$ cat src/rtl/c64_audio_pkg.sv
// Shared constants and types for the I2S audio transmitter: frame geometry,
// slot encoding and the helper that maps a bit position onto its LRCK slot.
package c64_audio_pkg;

  localparam int SLOT_BITS  = 16;
  localparam int FRAME_BITS = 32;
  localparam int CNT_W      = $clog2(FRAME_BITS);
  localparam int DIV_W      = 8;

  typedef enum logic {
    CH_LEFT  = 1'b0,
    CH_RIGHT = 1'b1
  } chan_e;

  typedef struct packed {
    logic [SLOT_BITS-1:0] left;
    logic [SLOT_BITS-1:0] right;
  } frame_t;

  localparam logic [CNT_W-1:0] RIGHT_FIRST = CNT_W'(SLOT_BITS - 1);
  localparam logic [CNT_W-1:0] RIGHT_LAST  = CNT_W'(FRAME_BITS - 2);
  localparam logic [CNT_W-1:0] FRAME_LAST  = CNT_W'(FRAME_BITS - 1);

  // Word select leads the data by one BCK, so the right slot spans n = 15..30.
  function automatic chan_e slot_of(input logic [CNT_W-1:0] n);
    if ((n >= RIGHT_FIRST) && (n <= RIGHT_LAST)) begin
      return CH_RIGHT;
    end
    return CH_LEFT;
  endfunction

endpackage

$ cat src/rtl/i2s_audio_tx_if.sv
// Bit-clock bundle between the BCK generator and the serializer.
// rise_en/fall_en are one-cycle strobes, high in the clk cycle whose closing edge toggles bck.
interface i2s_audio_tx_if;

  logic bck;
  logic rise_en;
  logic fall_en;

  modport master (
    output bck,
    output rise_en,
    output fall_en
  );

  modport slave (
    input bck,
    input rise_en,
    input fall_en
  );

endinterface

$ cat src/rtl/i2s_bck_gen.sv
// Bit-clock generator: a 0..CLK_DIV-1 divider whose wrap toggles BCK and
// announces the coming rising or falling edge one cycle ahead.
module i2s_bck_gen
  import c64_audio_pkg::*;
#(
  parameter int CLK_DIV = 10
) (
  input  logic           clk_i,
  input  logic           rst_i,
  i2s_audio_tx_if.master bck_if
);

  localparam logic [DIV_W-1:0] DIV_LAST = DIV_W'(CLK_DIV - 1);

  logic [DIV_W-1:0] div_q, div_d;
  logic             bck_q, bck_d;
  logic             wrap;

  always_comb begin
    wrap  = (div_q == DIV_LAST);
    div_d = div_q + DIV_W'(1);
    bck_d = bck_q;
    if (wrap) begin
      div_d = '0;
      bck_d = ~bck_q;
    end
  end

  always_ff @(posedge clk_i) begin
    if (rst_i) begin
      div_q <= '0;
      bck_q <= 1'b0;
    end else begin
      div_q <= div_d;
      bck_q <= bck_d;
    end
  end

  assign bck_if.bck     = bck_q;
  assign bck_if.rise_en = wrap & ~bck_q;
  assign bck_if.fall_en = wrap & bck_q;

endmodule

$ cat src/rtl/i2s_audio_tx.sv
// Stereo I2S transmitter: captures a 16-bit left/right pair once per 32-BCK
// frame and shifts it out MSB first, with LRCK leading each slot by one BCK.
module i2s_audio_tx
  import c64_audio_pkg::*;
#(
  parameter int CLK_DIV = 10
) (
  input  logic                 clk32,
  input  logic                 reset,
  input  logic [SLOT_BITS-1:0] left_in,
  input  logic [SLOT_BITS-1:0] right_in,
  output logic                 sample_req,
  output logic                 I2S_BCK,
  output logic                 I2S_LRCK,
  output logic                 I2S_DATA
);

  i2s_audio_tx_if bck_bus ();

  i2s_bck_gen #(
    .CLK_DIV(CLK_DIV)
  ) u_bck_gen (
    .clk_i (clk32),
    .rst_i (reset),
    .bck_if(bck_bus)
  );

  logic [CNT_W-1:0] n_q, n_d;
  frame_t           shreg_q, shreg_d;
  chan_e            lrck_q, lrck_d;
  logic             req_q, req_d;
  logic             unused_rise;

  // The serializer only acts on falling edges; the rise strobe is not needed here.
  assign unused_rise = bck_bus.rise_en;

  always_comb begin
    n_d     = n_q;
    shreg_d = shreg_q;
    lrck_d  = lrck_q;
    req_d   = 1'b0;
    if (bck_bus.fall_en) begin
      n_d    = n_q + CNT_W'(1);
      lrck_d = slot_of(n_d);
      if (n_q == FRAME_LAST) begin
        shreg_d = {left_in, right_in};
        req_d   = 1'b1;
      end else begin
        shreg_d = {shreg_q[FRAME_BITS-2:0], 1'b0};
      end
    end
  end

  always_ff @(posedge clk32) begin
    if (reset) begin
      n_q     <= FRAME_LAST;
      shreg_q <= '0;
      lrck_q  <= CH_LEFT;
      req_q   <= 1'b0;
    end else begin
      n_q     <= n_d;
      shreg_q <= shreg_d;
      lrck_q  <= lrck_d;
      req_q   <= req_d;
    end
  end

  assign sample_req = req_q;
  assign I2S_BCK    = bck_bus.bck;
  assign I2S_LRCK   = lrck_q;
  assign I2S_DATA   = shreg_q[FRAME_BITS-1];

endmodule

$ cat config.mk
export PLATFORM = sky130hd
export DESIGN_NAME = i2s_audio_tx
export DESIGN_NICKNAME = d
export VERILOG_FILES = /design/src/rtl/c64_audio_pkg.sv /design/src/rtl/i2s_audio_tx_if.sv /design/src/rtl/i2s_bck_gen.sv /design/src/rtl/i2s_audio_tx.sv
export SDC_FILE = /design/constraint.sdc
export NUM_CORES = 1
export LEC_CHECK = 0
export CELL_PAD_IN_SITES_DETAIL_PLACEMENT = 0
export CELL_PAD_IN_SITES_GLOBAL_PLACEMENT = 1
export CORE_MARGIN = 3
export CORE_UTILIZATION = 41
export DETAILED_ROUTE_END_ITERATION = 10
export GPL_ROUTABILITY_DRIVEN = 1
export GPL_TIMING_DRIVEN = 0
export MAX_ROUTING_LAYER = met4
export PLACE_DENSITY = 0.81
export SLEW_MARGIN = 20
export SYNTH_ARGS = -nofsm -noshare
export SYNTH_HDL_FRONTEND = slang
export SYNTH_SLANG_ARGS = --single-unit
$ cat constraint.sdc
create_clock -name clk32 -period 2.4 [get_ports clk32]
set_input_delay 0.36 -clock clk32 [delete_from_list [all_inputs] [get_ports clk32]]
set_output_delay 0.36 -clock clk32 [all_outputs]
set_load 0.02 [all_outputs]
# Yosys cells after proc, flatten, opt, wreduce, memory -nomap -nowiden
# Cells that the tools add are included.
[classes] addsub=2 mul=0 n_div=0 magnitude_cmp=2 n_eq_ne=2 shifts=0 n_mux=6 bitwise_logic=3 reduce_logical=3
[ops] operator="two-way mux 32 bit" n=1
[ops] operator="adder 8 x 1 -> 8 bit, second input constant" n=1
[ops] operator="== test 8 x 4 -> 1 bit, second input constant" n=1
[ops] operator="adder 5 x 1 -> 5 bit, second input constant" n=1
[ops] operator="== test 5 bit, second input constant" n=1
[ops] operator=">= comparator 5 x 4 -> 1 bit, second input constant" n=1
[ops] operator="less-or-equal comparator 5 bit, second input constant" n=1
[ops] operator="two-way mux 1 bit" n=5
[ops] operator="OR reduction 2 bit" n=2
[ops] operator="inverter 1 bit" n=2
[ops] operator="bitwise AND 1 bit" n=1
[ops] operator="logical AND 1 bit" n=1
[word_totals] register_bits=48 latch_bits=0 ramBits=0 mem_bits_ro=0 input_bits=34 out_inout_bits=4 word_cells=25 n_memories=0

# Depth between registers and ports, before layout
# Gate-level depths: netlist (run 1).
[logic_depth] ltp_word=6 mapped_depth=9 depth_no_buf=6

# Cells and area by module
# A second synthesis (run 1) with hierarchy kept.
[hier_totals] cells_unflattened=231 area_unflattened_um2=2168.3
[modules_own_cells] module="i2s_audio_tx" n_inst=1 cells_per_inst=186 area_each_um2=1767.9 seq_area_each_um2=780.7
[modules_own_cells] module="i2s_bck_gen" n_inst=1 cells_per_inst=45 area_each_um2=400.4 seq_area_each_um2=180.2

# Worst setup path before layout (run 1)
# Ideal clock, no wire load.
[synth_timing] path_type="reg2reg" from="register n_q[0]" to="register shreg_q[27] (netlist bit)" setup_ps=137 t_arrival_ps=1772 required_ps=2263 setup_slack_ps=491 path_stages_with_launch=8 path_buffers=2 synth_period_minus_slack_ps=1909 cell_sequence="dfxtp_1 ha_1 and3_1 ha_1 clkbuf_1 buf_2 mux2i_1 a211oi_2"
[synth_via] elab_chain_len=2
[synth_rtl] element="from (decl)" line="i2s_audio_tx.sv:28" rtl="logic [CNT_W-1:0] n_q, n_d;"
[synth_rtl] element="from (signal assigned)" line="i2s_audio_tx.sv:61" rtl="n_q <= n_d;"
[synth_rtl] element="== test 5 bit" line="i2s_audio_tx.sv:45" rtl="if (n_q == FRAME_LAST) begin"
[synth_rtl] element="two-way mux 32 bit" line="i2s_audio_tx.sv:45"
[synth_rtl] element="to (signal assigned)" line="i2s_audio_tx.sv:62" rtl="shreg_q <= shreg_d;"
[synth_rtl] element="to (decl)" line="i2s_audio_tx.sv:29" rtl="frame_t shreg_q, shreg_d;"
# No other way between the ends.
# A chain may end at the register's enable or synchronous reset.

# Worst setup path in the final report (run 1)
[layout_timing] from="register n_q[0]" to="register shreg_q[11] (netlist bit)"
# Same word-level chain as after synthesis.

==> results of run 1 <==
[flip-flops by register name, indices dropped and copies added, names as in the netlist]
register              cells
n_q                       5
u_bck_gen.bck_if.bck      1
u_bck_gen.div_q           8
sample_req                1
I2S_DATA                  1
shreg_q                  31
I2S_LRCK                  1
[routing by layer]
metal	global-route usage	share of wire
met1	0.1811	0.48
met2	0.2373	0.46
met3	0.04545	0.052
met4	0.03547	0.0086
met5	-	0
[stage by stage]
| step | hold WS, ns | TNS [ns] | setup slack [ns] |
|---|---|---|---|
| after floorplan | 0.4313 | 0 | 0.4913 |
| after global placement | 0.4416 | 0 | 0.1592 |
| after detailed placement | 0.4531 | 0 | 0.1650 |
| after CTS | 0.4162 | 0 | 0.1386 |
| after global routing | 0.4449 | -0.3206 | -0.04744 |
| final | 0.4241 | 0 | 0.1577 |
[kinds of logic (layout without fill, tap and decap cells)]
group,Yosys count,after routing
AO/OA/AOI/OAI,39,39
buffers and inverters,21,65
AND/OR/NAND/NOR,74,74
adder cells (fa/ha/maj),6,6
XOR/XNOR,10,10
flip-flops,48,48
multiplexers,31,31
[area by class of cell]
cell class | count | share of cell area
multi-input combinational | 160 | 0.4264
sequential | 48 | 0.3373
timing repair buffer | 36 | 0.1265
buffer | 17 | 0.04216
clock buffer | 8 | 0.03162
tap | 70 | 0.03074
inverter | 4 | 0.005270
[synth_stat cells]
cell type / n
nand4_1: 2
a211oi_2: 15
clkbuf_1: 6
a21oi_1: 2
and3_1: 5
xnor2_1: 2
buf_2: 3
a2111oi_0: 1
mux2i_1: 31
buf_8: 1
nand2b_1: 5
a311oi_2: 1
o221ai_1: 1
nor3b_2: 1
a21bo_2: 1
dfxtp_1: 48
nor2_1: 43
nor3b_1: 1
xor2_1: 8
nand3_1: 7
buf_4: 3
nor4b_1: 1
a211o_1: 2
inv_1: 4
a211oi_1: 16
buf_6: 4
ha_1: 6
nand2_1: 5
nor2_2: 1
nand3b_1: 2
nor4b_4: 1
[path summary, 6_finish.rpt]
| check | startpoint | endpoint | slack, ns | cells after the start |
|---|---|---|---|---|
| worst min-delay path | reset | n_q[0]$_SDFFE_PP1N_ | 0.42 | 2 |
| worst min register to register | shreg_q[0]$_SDFFE_PP0N_ | shreg_q[0]$_SDFFE_PP0N_ | 0.46 | 2 |
| worst max register to register | n_q[0]$_SDFFE_PP1N_ | shreg_q[11]$_SDFFE_PP0N_ | 0.16 | 7 |
| worst max-delay path | n_q[0]$_SDFFE_PP1N_ | shreg_q[11]$_SDFFE_PP0N_ | 0.16 | 7 |
[power by group through the flow]
stage | combinational, mW | clock (mW) | sequential [mW]
5_1_grt | 0.113 | 0.537 | 0.807
6_report | 0.105 | 0.485 | 0.805
3_5_place_dp | 0.105 | 0 | 0.824
3_3_place_gp | 0.106 | 0 | 0.824
4_1_cts | 0.106 | 0.507 | 0.806
2_1_floorplan | 0.0425 | 0 | 0.823
==> flow_metrics.env, run 1 <==
export IMPL_synth_compound_area_frac=0.1635
export IMPL_yosys_area_top_type_share=0.4158
export IMPL_post_route_period_util=0.9343
export IMPL_grt_max_degree=14
export IMPL_synth_adder_area_share=0.03249
export IMPL_yosysTopAreaCell="dfxtp_1"
export IMPL_syn_avg_cell_area_um2=10.09
export IMPL_area_delta_synth_final_pct=23.28
export IMPL_grt_usage=0.1475
export IMPL_clock_sinks=48
export IMPL_yosys_area_share_simple=0.1576
export IMPL_syn_nets=269
export IMPL_synth_top_family_by_area="compound AO/OA/AOI/OAI gates"
export IMPL_worstPathCellList="ha_1 -> and3_1 -> ha_1 -> clkbuf_1 -> buf_2 -> mux2i_1 -> a211oi_1"
export IMPL_final_common_cell="dfxtp_1"
export IMPL_io_buffers=36
export IMPL_p_total_mw=1.395
export IMPL_path_buf_inv=2
export IMPL_grt_antenna_before_repair=0
export IMPL_layout_cells_non_filler=343
export IMPL_p_seq_frac=0.578
export IMPL_power_frac_clock=0.347
export IMPL_crit_fanout=10
export IMPL_num_antenna_cells=0
export IMPL_ys_ff_latch=48
export IMPL_ant_nets=0
export IMPL_drtIter0Drc=51
export IMPL_grt_pass1_wl_mm=7.417
export IMPL_postRouteWirelength_mm=4.425
export IMPL_slew_violations=0
export IMPL_maxSlewHeadroom=0.5947
export IMPL_drt_first_pass_iters=4
export IMPL_final_core_util=0.5406
export IMPL_endpoint_kind="register"
export IMPL_synthCells=229
export IMPL_fmax_mhz=446.0
export IMPL_start_util=0.4385
export IMPL_cts_resized_gates=0
export IMPL_seq_area_um2=960.9
export IMPL_final_area_um2=2849
export IMPL_multiInputGateArea_um2=1215
export IMPL_setup_viol_count_final=0
export IMPL_crit_family="buffers and inverters"
export IMPL_ys_warn_count=0
export IMPL_hold_buffers=0
export IMPL_core_rowCount=26
export IMPL_cap_violations=0
export IMPL_vias_per_cell=5.015
export IMPL_syn_cell_area_um2=2311
export IMPL_final_cell_mix="48 x dfxtp_1, 43 x nor2_1, 36 x clkdlybuf4s50_1, 31 x mux2i_1, 16 x a211oi_1"
export IMPL_cts_tree="yes"
export IMPL_netlist_top_cells_area="dfxtp_1 42%, mux2i_1 13%, a211oi_2 8.1%, nor2_1 7.0%, a211oi_1 5.2%"
export IMPL_fp_dieH_um=81.08
export IMPL_powerDensity_nw_per_um2=489.5
export IMPL_core_um2=5270
export IMPL_overflow=0
export IMPL_cpMostUsedCell="ha_1"
export IMPL_htree_levels=2
export IMPL_final_nets=312
export IMPL_yosysSeqAreaShare=0.4158
export IMPL_clock_path_buffers=2
export IMPL_tightest_slew_ns=0.6080
export IMPL_placedCellCount=335
export IMPL_wl_per_cell_um=12.90
export IMPL_ys_types=31
export IMPL_num_vias=1720
export IMPL_criticalPathCategory="register to register"
export IMPL_synth_xor_area_share=0.03790
export IMPL_post_route_min_period_ns=2.242
export IMPL_power_leakage_nw=1.196
export IMPL_postCtsSetupRepairBufs=0
export IMPL_root_buffer="clkbuf_8"
export IMPL_start_kind="register"
export IMPL_io_pin_count=38
export IMPL_place_gp_congestion=0.7787
export IMPL_numCtsBuffers=5
export IMPL_p_switching_uw=294.9
export IMPL_finalHoldViolCount=0
export IMPL_rsz0062_at_grt="true"
export IMPL_drive_gt1_frac=0.1355
export IMPL_nFillCells=505
export IMPL_dp_hpwl_mm=3.139
export IMPL_clk_latency_ns=0.30
export IMPL_die_w_um=81.08
export IMPL_skew_ns=0.004885
export IMPL_max_stage_delay_ns=0.49
export IMPL_remaining_drc_errors=0
export IMPL_grt_pass1_vias=1651
export IMPL_synth_mux_area_frac=0.1343
export IMPL_swShare=0.2114
export IMPL_hold_class="input pin to register"
export IMPL_p_int_mw=1.100
export IMPL_clk_pin_slew_ns=0.08
export IMPL_crit_arrival_ns=2.41
export IMPL_vdd_ir_drop_max_uv=299.0
export IMPL_placed_area_um2=2759
export IMPL_critPathSlowestCell="dfxtp_1"
export IMPL_fp_dieArea_um2=6573
export IMPL_power_frac_comb=0.075
export IMPL_worstPathRequired_ns=2.56
export IMPL_status="completed"
Note: power is estimated with default switching activity, not from simulation.
==> run 2, diff against run 1 <==
Settings changed: ABC_AREA set to 1, CORE_UTILIZATION 41 to 30, CTS_BUF_LIST set to sky130_fd_sc_hd__clkbuf_8, PLACE_DENSITY 0.81 to 0.67.
==> flow_metrics.env, run 2 <==
export IMPL_setup_ws_ns=0.3568
export IMPL_setup_tns_ns=0
export IMPL_grt_pass1_wl_mm=8.528
export IMPL_yosysSeqAreaShare=0.4376
export IMPL_p_int_mw=1.164
export IMPL_ys_ff_latch=48
export IMPL_hold_end="shreg_q[23]$_SDFFE_PP0N_"
export IMPL_final_core_util=0.4027
export IMPL_finalHoldViolCount=0
export IMPL_cts_resized_gates=0
export IMPL_clk_pin_slew_ns=0.09
export IMPL_fmax_mhz=489.4
export IMPL_skew_ns=0.01096
export IMPL_post_route_period_util=0.8513
export IMPL_min_from="shreg_q[23]$_SDFFE_PP0N_"
export IMPL_fp_dieArea_um2=8382
export IMPL_synth_most_common_cell="nand2_1"
export IMPL_endpoint_kind="register"
export IMPL_htree_levels=2
export IMPL_area_delta_synth_final_pct=27.35
export IMPL_die_w_um=91.56
export IMPL_io_pin_count=38
export IMPL_cts_tree="yes"
export IMPL_post_route_min_period_ns=2.043
export IMPL_status="completed"
export IMPL_slew_violations=0
export IMPL_gr_usage_met3=0.02817
export IMPL_grt_busiest_layer="met2"
export IMPL_io_buffers=37
export IMPL_crit_arrival_ns=2.30
export IMPL_root_buffer="clkbuf_8"
export IMPL_postCtsSetupRepairBufs=0
export IMPL_num_antenna_cells=0
export IMPL_hold_depth=2
export IMPL_postSynth_asyncResetShare=0
export IMPL_powerDensity_nw_per_um2=525.9
export IMPL_grt_antenna_before_repair=0
export IMPL_worstPathRequired_ns=2.65
export IMPL_r2r_start="n_q[1]$_SDFFE_PP1N_"
export IMPL_placed_area_um2=2686
export IMPL_clock_sinks=48
export IMPL_syn_cell_area_um2=2196
export IMPL_cap_violations=0
export IMPL_max_flop_register="shreg_q"
export IMPL_fp_dieH_um=91.56
export IMPL_p_seq_frac=0.548
export IMPL_core_um2=6944
export IMPL_ys_types=21
export IMPL_synth_edff_count=0
export IMPL_grt_max_degree=15
export IMPL_grtUsageMet2=0.1869
export IMPL_remaining_drc_errors=0
export IMPL_core_rowCount=30
export IMPL_yosys_area_top_type_share=0.4376
export IMPL_overflow=0
export IMPL_power_leakage_nw=1.336
export IMPL_maxSlewHeadroom=0.6657
export IMPL_criticalPathCategory="register to register"
export IMPL_worst_r2r_setup_slack_ns=0.36
export IMPL_dp_hpwl_mm=3.636
export IMPL_p_switching_uw=306.4
export IMPL_final_nets=370
export IMPL_setup_viol_count_final=0
export IMPL_tightest_slew_ns=0.5014
export IMPL_worstRegToRegCells=10
export IMPL_numCtsBuffers=5
export IMPL_grt_pass1_vias=1807
export IMPL_netlist_top_cells_area="dfxtp_1 44%, nand2_1 14%, o211a_1 12%, nand3_1 8.2%, ha_1 3.4%"
export IMPL_num_vias=1972
export IMPL_vdd_ir_drop_max_uv=199.3
export IMPL_swShare=0.2083
export IMPL_synth_ff_type="dfxtp_1"
export IMPL_crit_fanout=10
export IMPL_reg2reg_to="shreg_q[0]$_SDFFE_PP0N_"
export IMPL_power_frac_comb=0.064
export IMPL_wl_per_cell_um=11.85
export IMPL_met1_usage=0.1731
export IMPL_drive_gt1_frac=0.06042
export IMPL_ant_nets=0
export IMPL_syn_nets=326
export IMPL_synthCells=286
export IMPL_place_gp_congestion=0.7344
export IMPL_clk_latency_ns=0.30
export IMPL_ys_warn_count=0
export IMPL_yosysTopAreaCell="dfxtp_1"
export IMPL_start_kind="register"
export IMPL_postRouteWirelength_mm=5.060
export IMPL_hold_buffers=0
export IMPL_final_cell_mix="80 x nand2_1, 47 x dfxtp_1, 37 x clkdlybuf4s50_1, 36 x nand3_1, 27 x o211a_1"
export IMPL_rsz0062_at_grt="false"
export IMPL_final_common_cell="nand2_1"
export IMPL_grt_usage=0.1268
export IMPL_drt_first_pass_iters=4
export IMPL_p_total_mw=1.471
export IMPL_final_area_um2=2796
export IMPL_power_frac_clock=0.388
export IMPL_synth_commonest_cells="80 x nand2_1, 48 x dfxtp_1, 36 x nand3_1, 27 x o211a_1, 19 x inv_1"
export IMPL_clock_path_buffers=2
export IMPL_vias_per_cell=4.618
export IMPL_place_ws_ns=0.2643
export IMPL_largest_reg_flops=31
export IMPL_start_util=0.3162
export IMPL_hold_class="register to register"
export IMPL_reg_largest_list="shreg_q (31), u_bck_gen.div_q (8), n_q (5)"
export IMPL_drtIter0Drc=60
export IMPL_syn_avg_cell_area_um2=7.678
==> run 2: cell count changes after synthesis, moves of 7 or more <==
cell,previous run,this run
a211oi_1,16,0
a211oi_2,15,0
a21oi_1,2,9
inv_1,4,19
mux2i_1,31,0
nand2_1,5,80
nand3_1,7,36
nor2_1,43,18
o211a_1,0,27
o21ai_0,0,10
xor2_1,8,0
==> run 2: logic make-up (layout without fill, tap and decap cells) <==
group	Yosys count	in the layout	share of synthesized area
compound gates	48	48	0.1732
fa+ha+maj	6	6	0.03419
flops	48	48	0.4376
simple gates	147	147	0.2860
buf+inv	37	82	0.06894
==> run 2: routing by layer <==
metal | up-vias | routed length (um) | part of all wire
met4 | 0 | 65 | 0.013
met2 | 32 | 2176 | 0.43
met3 | 6 | 198 | 0.039
met5 | - | 0 | 0
met1 | 891 | 2620 | 0.52
li1 | 1043 | - | -
==> run 2: area by class of cell <==
class,instances,area [um2]
clock buffers,5,68.82
multi-input cells,201,1084
flip-flops and latches,48,962.2
clock inverters,3,38.79
repair buffers,37,370.4
fillers,758,4148
plain buffers,17,77.57
well taps,96,120.1
inverters,20,75.07
==> run 2: worst max-delay path by stage <==
stage               slack [ns]           startpoint                  endpoint
detailed placement        0.26  n_q[0]$_SDFFE_PP1N_  shreg_q[15]$_SDFFE_PP0N_
finish                    0.36  n_q[1]$_SDFFE_PP1N_   shreg_q[0]$_SDFFE_PP0N_
global placement          0.27  n_q[0]$_SDFFE_PP1N_  shreg_q[15]$_SDFFE_PP0N_
global route              0.06  n_q[1]$_SDFFE_PP1N_   shreg_q[0]$_SDFFE_PP0N_
CTS                       0.23  n_q[0]$_SDFFE_PP1N_  shreg_q[15]$_SDFFE_PP0N_
floorplan                 0.69  n_q[0]$_SDFFE_PP1N_  shreg_q[15]$_SDFFE_PP0N_
==> run 2: critical path, stage by stage, from the launching register on <==
cell and delay [ns]:
dfxtp_1 0.43, ha_1 0.20, nand2_1 0.10, nor2_1 0.11, ha_1 0.14, buf_2 0.20, inv_1 0.09, clkbuf_1 0.26
nor3_1 0.31, nand2_1 0.10, nand2_1 0.07
==> run 2: power by group through the flow <==
| stage | combinational (mW) | sequential [mW] | clock (mW) |
|---|---|---|---|
| 3_5_place_dp | 0.0954 | 0.824 | 0 |
| 6_report | 0.0945 | 0.805 | 0.571 |
| 4_1_cts | 0.0959 | 0.806 | 0.597 |
| 5_1_grt | 0.106 | 0.807 | 0.622 |
| 3_3_place_gp | 0.0953 | 0.824 | 0 |
| 2_1_floorplan | 0.0300 | 0.823 | 0 |
==> run 2: through the flow <==
stage,hold WS (ns),cells
2_1_floorplan,0.4247,286
3_3_place_gp,0.4404,419
3_5_place_dp,0.4462,419
4_1_cts,0.4586,427
5_1_grt,0.4748,427
6_report,0.4546,427
